===== src/rtl/tetris_pkg.sv =====
// rtl/tetris_pkg.sv - shared types and default board geometry for the tetrimino controller
package tetris_pkg;

    localparam int XSIZE_DEF = 3;
    localparam int YSIZE_DEF = 3;

    typedef enum logic [2:0] {
        ST_SPAWN,
        ST_ISSUE,
        ST_SETTLE,
        ST_PLAY,
        ST_LOCK,
        ST_LOCKWAIT,
        ST_OVER
    } ctrl_state_t;

    typedef enum logic [2:0] {
        CMD_NONE,
        CMD_LOAD,
        CMD_DOWN,
        CMD_LEFT,
        CMD_RIGHT,
        CMD_LOCK
    } cmd_t;

endpackage


===== src/rtl/piece_collide.sv =====
// rtl/piece_collide.sv - combinational check of four piece cells, shifted one step, against walls and locked cells
module piece_collide
    import tetris_pkg::*;
#(
    parameter int XSIZE = XSIZE_DEF,
    parameter int YSIZE = YSIZE_DEF
) (
    input  logic [3:0][XSIZE-1:0]              cx,
    input  logic [3:0][YSIZE-1:0]              cy,
    input  cmd_t                               dir,
    input  logic [2**YSIZE-1:0][2**XSIZE-1:0]  board,
    output logic                               blocked
);

    localparam logic [XSIZE-1:0] XMAX = '1;

    logic [XSIZE-1:0] nx;
    logic [YSIZE-1:0] ny;
    logic             wall;

    // The neighbour index only moves off the cell when the cell is not at the wall,
    // so a wrapped coordinate never reaches the board lookup.
    always_comb begin
        blocked = 1'b0;
        nx      = '0;
        ny      = '0;
        wall    = 1'b0;
        for (int i = 0; i < 4; i++) begin
            nx   = cx[i];
            ny   = cy[i];
            wall = 1'b0;
            case (dir)
                CMD_LEFT:  if (cx[i] == XMAX) wall = 1'b1; else nx = cx[i] + XSIZE'(1);
                CMD_RIGHT: if (cx[i] == '0)   wall = 1'b1; else nx = cx[i] - XSIZE'(1);
                CMD_DOWN:  if (cy[i] == '0)   wall = 1'b1; else ny = cy[i] - YSIZE'(1);
                default:   ;
            endcase
            if (wall || board[ny][nx]) blocked = 1'b1;
        end
    end

endmodule


===== src/rtl/tetrimino_ctrl.sv =====
// rtl/tetrimino_ctrl.sv - turns buttons and gravity into load/move/lock pulses for the piece position register
module tetrimino_ctrl
    import tetris_pkg::*;
#(
    parameter int XSIZE      = XSIZE_DEF,
    parameter int YSIZE      = YSIZE_DEF,
    parameter int GRAV_TICKS = 50_000_000
) (
    input  logic                               clk,
    input  logic                               reset,
    input  logic                               btnLeft,
    input  logic                               btnRight,
    input  logic                               btnDown,
    input  logic [3:0][XSIZE-1:0]              curX,
    input  logic [3:0][YSIZE-1:0]              curY,
    input  logic                               spawnValid,
    input  logic [3:0][XSIZE-1:0]              spawnX,
    input  logic [3:0][YSIZE-1:0]              spawnY,
    input  logic [2**YSIZE-1:0][2**XSIZE-1:0]  board,
    output logic                               load,
    output logic                               down,
    output logic                               left,
    output logic                               right,
    output logic                               lock,
    output logic                               gameOver
);

    localparam int            GW        = $clog2(GRAV_TICKS);
    localparam logic [GW-1:0] GRAV_LAST = GW'(GRAV_TICKS - 1);

    ctrl_state_t   state_q, state_n;
    cmd_t          cmd_n;
    logic          blk_left, blk_right, blk_down, blk_spawn;
    logic          prev_l, prev_r, prev_d;
    logic          pend_l, pend_r, pend_d;
    logic          clr_l, clr_r, clr_d, take_tick, do_load;
    logic          tick, counting, wrap, in_over;
    logic [GW-1:0] grav_cnt;

    piece_collide #(.XSIZE(XSIZE), .YSIZE(YSIZE)) u_col_left (
        .cx(curX), .cy(curY), .dir(CMD_LEFT), .board(board), .blocked(blk_left));
    piece_collide #(.XSIZE(XSIZE), .YSIZE(YSIZE)) u_col_right (
        .cx(curX), .cy(curY), .dir(CMD_RIGHT), .board(board), .blocked(blk_right));
    piece_collide #(.XSIZE(XSIZE), .YSIZE(YSIZE)) u_col_down (
        .cx(curX), .cy(curY), .dir(CMD_DOWN), .board(board), .blocked(blk_down));
    piece_collide #(.XSIZE(XSIZE), .YSIZE(YSIZE)) u_col_spawn (
        .cx(spawnX), .cy(spawnY), .dir(CMD_NONE), .board(board), .blocked(blk_spawn));

    always_ff @(posedge clk) begin
        if (!reset) state_q <= ST_SPAWN;
        else        state_q <= state_n;
    end

    always_comb begin
        state_n   = state_q;
        cmd_n     = CMD_NONE;
        clr_l     = 1'b0;
        clr_r     = 1'b0;
        clr_d     = 1'b0;
        take_tick = 1'b0;
        do_load   = 1'b0;
        case (state_q)
            ST_SPAWN: if (spawnValid) begin
                if (blk_spawn) begin
                    state_n = ST_OVER;
                end else begin
                    state_n = ST_ISSUE;
                    cmd_n   = CMD_LOAD;
                    do_load = 1'b1;
                end
            end
            ST_ISSUE:  state_n = ST_SETTLE;
            ST_SETTLE: state_n = ST_PLAY;
            ST_PLAY: begin
                // A blocked down, whether from gravity or the soft-drop button, lands the piece.
                if (tick || pend_d) begin
                    take_tick = tick;
                    clr_d     = !tick;
                    state_n   = blk_down ? ST_LOCK : ST_ISSUE;
                    cmd_n     = blk_down ? CMD_LOCK : CMD_DOWN;
                end else if (pend_l) begin
                    clr_l = 1'b1;
                    if (!blk_left) begin
                        state_n = ST_ISSUE;
                        cmd_n   = CMD_LEFT;
                    end
                end else if (pend_r) begin
                    clr_r = 1'b1;
                    if (!blk_right) begin
                        state_n = ST_ISSUE;
                        cmd_n   = CMD_RIGHT;
                    end
                end
            end
            ST_LOCK:     state_n = ST_LOCKWAIT;
            ST_LOCKWAIT: state_n = ST_SPAWN;
            ST_OVER:     state_n = ST_OVER;
            default:     state_n = ST_SPAWN;
        endcase
    end

    assign in_over  = (state_q == ST_OVER);
    assign counting = (state_q == ST_ISSUE) || (state_q == ST_SETTLE) || (state_q == ST_PLAY);
    assign wrap     = counting && (grav_cnt == GRAV_LAST);

    always_ff @(posedge clk) begin
        if (!reset) begin
            {prev_l, prev_r, prev_d} <= '0;
            {pend_l, pend_r, pend_d} <= '0;
            grav_cnt <= '0;
            tick     <= 1'b0;
            {load, down, left, right, lock, gameOver} <= '0;
        end else begin
            prev_l <= btnLeft;
            prev_r <= btnRight;
            prev_d <= btnDown;
            pend_l <= (pend_l | (btnLeft  & ~prev_l & ~in_over)) & ~(clr_l | do_load);
            pend_r <= (pend_r | (btnRight & ~prev_r & ~in_over)) & ~(clr_r | do_load);
            pend_d <= (pend_d | (btnDown  & ~prev_d & ~in_over)) & ~(clr_d | do_load);
            if (do_load || wrap) grav_cnt <= '0;
            else if (counting)   grav_cnt <= grav_cnt + GW'(1);
            tick     <= !do_load && ((tick && !take_tick) || wrap);
            load     <= (cmd_n == CMD_LOAD);
            down     <= (cmd_n == CMD_DOWN);
            left     <= (cmd_n == CMD_LEFT);
            right    <= (cmd_n == CMD_RIGHT);
            lock     <= (cmd_n == CMD_LOCK);
            gameOver <= (state_n == ST_OVER);
        end
    end

endmodule

===== config.mk =====
export PLATFORM = sky130hd
export DESIGN_NAME = tetrimino_ctrl
export DESIGN_NICKNAME = d
export VERILOG_FILES = /design/src/rtl/tetris_pkg.sv /design/src/rtl/piece_collide.sv /design/src/rtl/tetrimino_ctrl.sv
export SDC_FILE = /design/constraint.sdc
export NUM_CORES = 1
export LEC_CHECK = 0
export ABC_AREA = 1
export CAP_MARGIN = 20
export CORE_UTILIZATION = 32
export DETAILED_ROUTE_END_ITERATION = 6
export GPL_TIMING_DRIVEN = 1
export HOLD_SLACK_MARGIN = 0.15
export PLACE_DENSITY_LB_ADDON = 0.25
export SLEW_MARGIN = 0
export SYNTH_ARGS = -nofsm -noshare
export SYNTH_HDL_FRONTEND = slang
export SYNTH_SLANG_ARGS = --single-unit

===== constraint.sdc =====
create_clock -name clk -period 3.1 [get_ports clk]
set_input_delay 0.465 -clock clk [delete_from_list [all_inputs] [get_ports clk]]
set_output_delay 0.465 -clock clk [all_outputs]
set_load 0.01 [all_outputs]

# Word level (Yosys, flattened, before mapping)
# Index checks and enable logic that the tools add are counted.
dict set report op_classes {
  mux 128
  reduce_logical 33
  n_lt_le_gt_ge 28
  bitwise_logic 23
  addsub 13
  n_eq_ne 16
}
# operator n
set ops {}
lappend ops {{$bmux 8 s3} 12}
lappend ops {{$lt 3x4->1 const B} 28}
lappend ops {{$mux 8} 12}
lappend ops {{$mux 3} 25}
lappend ops {{$mux 1} 60}
lappend ops {{$bmux 1 s3} 16}
lappend ops {{$eq 3x3->1 const B} 9}
lappend ops {{$logic_not 3->1} 9}
lappend ops {{$add 26x1->26 const B} 1}
lappend ops {{$eq 26x26->1 const B} 1}
lappend ops {{$sub 3x1->3 const B} 8}
lappend ops {{$pmux 3 s6} 1}
lappend ops {{$logic_or 1x1->1} 17}
lappend ops {{$add 3x1->3 const B} 4}
lappend ops {{$eq 3x2->1 const B} 4}
lappend ops {{$and 1x1->1} 9}
lappend ops {{$not 1->1} 8}
lappend ops {{$eq 3x1->1 const B} 2}
lappend ops {{$or 1x1->1} 6}
lappend ops {{$pmux 3 s2} 1}
lappend ops {{$logic_and 1x1->1} 3}
lappend ops {{$logic_not 1->1} 3}
lappend ops {{$mux 2} 1}
lappend ops {{$reduce_or 2->1} 1}
dict set report word_totals {
  register_bits 42
  out_inout_bits 6
}

# Logic depth before layout (Yosys ltp)
dict set report logic_depth {
  depth_word 15
  depth_mapped 23
}

# Cells and area by module
# A second synthesis with hierarchy kept.
dict set report hier_totals {
  cells_unflattened 3535
  hier_area_um2 17359.1
}
# module cells_per_inst seq_area_each_um2 instances area_per_inst_um2
set by_module_without_submodules {}
lappend by_module_without_submodules {piece_collide 802 0.0 4 3794.9}
lappend by_module_without_submodules {tetrimino_ctrl 327 840.8 1 2179.6}

# Least setup slack after synthesis
# Ideal clock, no wire load.
dict set report synth_timing {
  path_type {input to register}
  from {input curY[9] (netlist bit)}
  to {register load}
  setup_slack_ns 0.441
  arrival_time_ns 2.548
  cell_stages 22
  path_buffers 3
  setup_time_ns 0.110
  path_cell_list {buf_2 inv_2 buf_2 ha_1 inv_2 nor2_4 nand2_1 nand2_4 buf_4 nand2_1 nand3_1 nand3_1 nand3_1 nand3_1 nand3_1 nand2_1 nor2_2 nand4_1 nand2_1 nand2_1 nand2_1 nor2_1}
}
dict set report synth_between {
  elab_chain_len 12
}
# item line_no
set synth_lines {}
lappend synth_lines {{start, declared} tetrimino_ctrl.sv:15} ;# input logic [3:0][YSIZE-1:0] curY,
lappend synth_lines {{$sub 3x1->3, or another cell as far along} -}
lappend synth_lines {{$mux 3 or $mux 8 (tied branches)} {piece_collide.sv:35, piece_collide.sv:38}}
lappend synth_lines {{$bmux 8 s3 or $bmux 1 s3 (tied branches)} piece_collide.sv:38} ;# if (wall || board[ny][nx]) blocked = 1'b1;
lappend synth_lines {{$mux 8 (implied by the code) or $mux 1 (tied branches)} piece_collide.sv:38}
lappend synth_lines {{$bmux 1 s3 or $logic_or 1x1->1 (tied branches)} piece_collide.sv:38}
lappend synth_lines {{$mux 1 (implied by the code)} piece_collide.sv:38}
lappend synth_lines {{$logic_or 1x1->1 or $mux 3 (tied branches)} {piece_collide.sv:38, tetrimino_ctrl.sv:89}}
lappend synth_lines {{$mux 1 or $mux 3 (tied branches)} {piece_collide.sv:38, tetrimino_ctrl.sv:87}}
lappend synth_lines {{$mux 3, on equally long branches} {tetrimino_ctrl.sv:80, tetrimino_ctrl.sv:81}}
lappend synth_lines {{$mux 3 (*)} tetrimino_ctrl.sv:76} ;# if (tick || pend_d) begin
lappend synth_lines {{$pmux 3 s2 (*)} tetrimino_ctrl.sv:62} ;# case (state_q)
lappend synth_lines {{$eq 3x1->1 (*)} tetrimino_ctrl.sv:123} ;# load <= (cmd_n == CMD_LOAD);
lappend synth_lines {{end signal, assigned} tetrimino_ctrl.sv:123}
lappend synth_lines {{end, declared} tetrimino_ctrl.sv:20} ;# output logic load,
# Every way passes the cells marked *; elsewhere a longest branch is shown, timed or not. The select of a mux whose other input is x is not followed.
# A chain may end at the register's enable or synchronous reset.

# Final worst setup path
dict set report layout_timing {
  from {input board[2] (netlist bit)}
  to {register grav_cnt[17]}
}
dict set report layout_between {
  elab_chain_len 13
}
# item line_no
set layout_lines {}
lappend layout_lines {{start, declared} tetrimino_ctrl.sv:19} ;# input logic [2**YSIZE-1:0][2**XSIZE-1:0] board,
lappend layout_lines {{$bmux 8 s3} piece_collide.sv:38}
lappend layout_lines {{$mux 8 (implied by the code)} piece_collide.sv:38}
lappend layout_lines {{$bmux 1 s3} piece_collide.sv:38}
lappend layout_lines {{$mux 1 (implied by the code)} piece_collide.sv:38}
lappend layout_lines {{$mux 1 (3 in a row)} piece_collide.sv:38}
lappend layout_lines {{$mux 1 (*)} piece_collide.sv:38}
lappend layout_lines {{$mux 1 (*)} tetrimino_ctrl.sv:64} ;# if (blk_spawn) begin
lappend layout_lines {{$mux 1 (*)} tetrimino_ctrl.sv:63} ;# ST_SPAWN: if (spawnValid) begin
lappend layout_lines {{$mux 1 (*)} tetrimino_ctrl.sv:62}
lappend layout_lines {{$logic_or 1x1->1 (*)} tetrimino_ctrl.sv:120} ;# if (do_load || wrap) grav_cnt <= '0;
lappend layout_lines {{$reduce_or 2->1 (no line) (*)} -}
lappend layout_lines {{end signal, assigned} tetrimino_ctrl.sv:121} ;# else if (counting) grav_cnt <= grav_cnt + GW'(1);
lappend layout_lines {{end, declared} tetrimino_ctrl.sv:38} ;# logic [GW-1:0] grav_cnt;
# Marked as above.

==> reports/qor.yml <==
clkSinkCount: 42
cp_top_family: "simple AND/OR/NAND/NOR gates"
cp_num_buf_inv: 3
insertion_delay_ps: 290
start_util_pct: 32.9
layout-drive-gt1-share_pct: 18.1
p_int_w: 0.00221
slew_headroom_pct: 60.3
grt_pass1_vias: 15300
maxCapViolCount: 0
die_x_um: 186
tightest_slew_ps: 587
whs_ps: 465
reg2reg_depth: 12
path_cells: "clkdlybuf4s50_1 > inv_1 > o21ai_0 > nand3_1 > nand2_1 > nand2_1 > nand3_1 > nand3_1 > nand2_1 > nor2_1 > nand3_2 > nand2_1 > inv_2 > nand2_4 > nor3b_1"
cp_slowest_stage_delay_ps: 650
min_path_cells: 2
cp.depth: 15
switchingPower_w: 0.00199
syn_nets: 2255
power_frac_comb_pct: 68.8
cp-start-kind: "primary input"
critPathSlowestCell: "clkdlybuf4s50_1"
synthesis.area_um2: 10800
cts_tree: "yes"
ys_seq_area_share_pct: 7.78
nFillCells: 3602
clk_path_buf_depth: 2
synth-edff-count: 0
syn_avg_cell_area_um2: 5.11
netlist_instances: 2116
fin_setup_tns_ps: 0
final_nets: 2615
grt_pass1_wl_um: 97400
dp_cells: 2908
use_met1_pct: 48.0
worstSetupEndpointType: "flop"
reg_top3: "grav_cnt: 26 flops, state_q: 3 flops"
outcome: "finished, final reports clean"
synth_flop_cell: "dfxtp_1"
drc: 0
drt-vias-per-instance: 5.79
maxSlewViolCount: 0
grt_usage_pct: 38.3
ir_drop_mv: 0.291
fin_skew_ps: 7.94
rows: 66
grt_max_degree: 64
io_buffers: 123
ctsHoldBuffers: 0
area_growth_pct: 44.9
fmax_mhz: 340
met3_usage_pct: 9.02
htreeDepth: 2
root_buffer: "clkbuf_16"
dp_hpwl_um: 52800
ios: 124
placed_area_um2: 15300
cts_inserted_buffers: 5
instances_no_fill: 2920
ys_types: 42
antenna_found_initial: 1
fin_area_um2: 15700
core_um2: 32900
die_area_um2: 34500
largest_reg_flops: 26
firstDrtPassIters: 6
final_common_cell: "nand2_1"
min_period_ps: 2940
overflow: 0
cp.arrival_ps: 3100
hold_path_class: "reg -> reg"
pwr-share-clk_pct: 16.4
wl_per_cell_um: 23.2
largest-register: "grav_cnt"
switching_share_pct: 47.4
place.gp.congestion: 1.07
synthArstFlopShare_pct: 0
hold_viol_final: 0
cp_max_fo: 26
dr_total_vias: 16900
setup_viol: 0
path_clk_slew_ps: 60
yosysWarningCount: 0
p_per_area_nw_per_um2: 268
p_leak_nw: 7.43
power_frac_seq_pct: 14.8
dr.first_iter.drc_count: 2092
cp.required_ps: 3260
critPathMostFrequentCell: "nand2_1"
wl_um: 67600
detail-route-antenna-nets: 0
worst-setup-path-type: "in -> reg"
ys_seq_elements: 42
grt_use_met2_pct: 58.4
final_cell_mix: "643 x nand2_1, 522 x nand3_1, 287 x buf_4"
die_h_um: 186
period_share_pct: 94.8
top_usage_layer: "met2"
-- timing repair --
item,4_1_cts,5_1_grt
resized for setup,1,20
endpoints found under the setup margin,4,33
hold endpoints to repair,0,0
pin swaps,0,4
gates cloned,0,2
setup buffers,0,1
-- worst paths after layout --
check,startpoint,to,slack [ps]
hold / removal,grav_cnt[23],grav_cnt[23],470
hold reg to reg,grav_cnt[23],grav_cnt[23],470
setup / recovery,board[2],grav_cnt[17],160
setup reg to reg,state_q[0],grav_cnt[25],790
-- logic make-up (layout without fill, tap and decap cells) --
kind of cell / Yosys count / in the layout / synth area share [%]
AOI/OAI and AO/OA: 420 / 420 / 21.4
xor gates and xnor gates: 23 / 23 / 1.86
adders and majority gates: 21 / 21 / 2.43
buffers and inverters: 309 / 670 / 12.7
DFF: 42 / 42 / 7.78
other: 0 / 1 / 0
and+or+nand+nor: 1301 / 1301 / 53.8
-- final cells by class --
class,count,area [µm²],area share (%)
antenna,1,2.50,0.0160
clock buffer,6,139,0.887
clock inverter,2,60.1,0.383
inverter,187,708,4.52
multi-input combinational,1765,8680,55.4
sequential,42,841,5.37
tap,442,553,3.53
timing repair buffer,475,4680,29.9
-- power by group through the flow --
stage	Sequential (W)	Clock, W	Combinational [W]
2_1_floorplan	0.000616	0	0.00144
3_3_place_gp	0.000626	0	0.00274
3_5_place_dp	0.000628	0	0.00275
4_1_cts	0.000618	0.000705	0.00277
5_1_grt	0.000624	0.000719	0.00308
6_report	0.000621	0.000689	0.00288
-- metrics by stage --
step / setup WS [ps] / power [W] / utilization [%]
after floorplan: 441 / 0.00206 / -
final: 161 / 0.00419 / 47.7
after CTS: 77.9 / 0.00409 / 47.2
after global placement: -377 / 0.00337 / 46.6
after global routing: -6.88 / 0.00442 / 47.7
after detailed placement: -350 / 0.00338 / 46.6
-- Yosys cell counts (6+ instances only) --
| library cell | number | area (µm²) |
|---|---|---|
| nand2_1 | 645 | 2420 |
| nand3_1 | 525 | 2630 |
| a21oi_1 | 172 | 861 |
| o21ai_0 | 165 | 826 |
| inv_1 | 156 | 586 |
| buf_2 | 72 | 360 |
| o211ai_1 | 65 | 488 |
| nor2_1 | 53 | 199 |
| dfxtp_1 | 42 | 841 |
| clkbuf_1 | 25 | 93.8 |
| ha_1 | 21 | 263 |
| inv_2 | 20 | 75.1 |
| xor2_1 | 18 | 158 |
| buf_4 | 16 | 120 |
| nand2_2 | 13 | 81.3 |
| clkinv_1 | 11 | 41.3 |
| nor3_1 | 11 | 55.1 |
| buf_6 | 8 | 90.1 |
| o21ai_2 | 8 | 70.1 |
| nand3_2 | 7 | 70.1 |
| or2_2 | 7 | 43.8 |
| nand2_4 | 6 | 67.6 |
| nand4_1 | 6 | 37.5 |
-- layer usage --
| layer | wire length, µm | up-vias | share of wire (%) |
|---|---|---|---|
| met3 | 7550 | 237 | 11 |
| met1 | 26600 | 7728 | 39 |
| met5 | 0 | - | 0 |
| met4 | 5120 | 0 | 7.6 |
| met2 | 28400 | 1066 | 42 |
| li1 | - | 7889 | - |
-- worst register-to-register path: stages, from the launching register on --
cell and delay (ps):
dfxtp_1 400, inv_1 110, nand2_1 90, nand2_2 110, nor2_2 150, nand3_2 140, nor3_1 260, nand4_1 190
inv_1 90, nand3_1 110, nor4_1 310, xor2_1 200, nor2_1 50
Power figures use the tool's default switching activity.
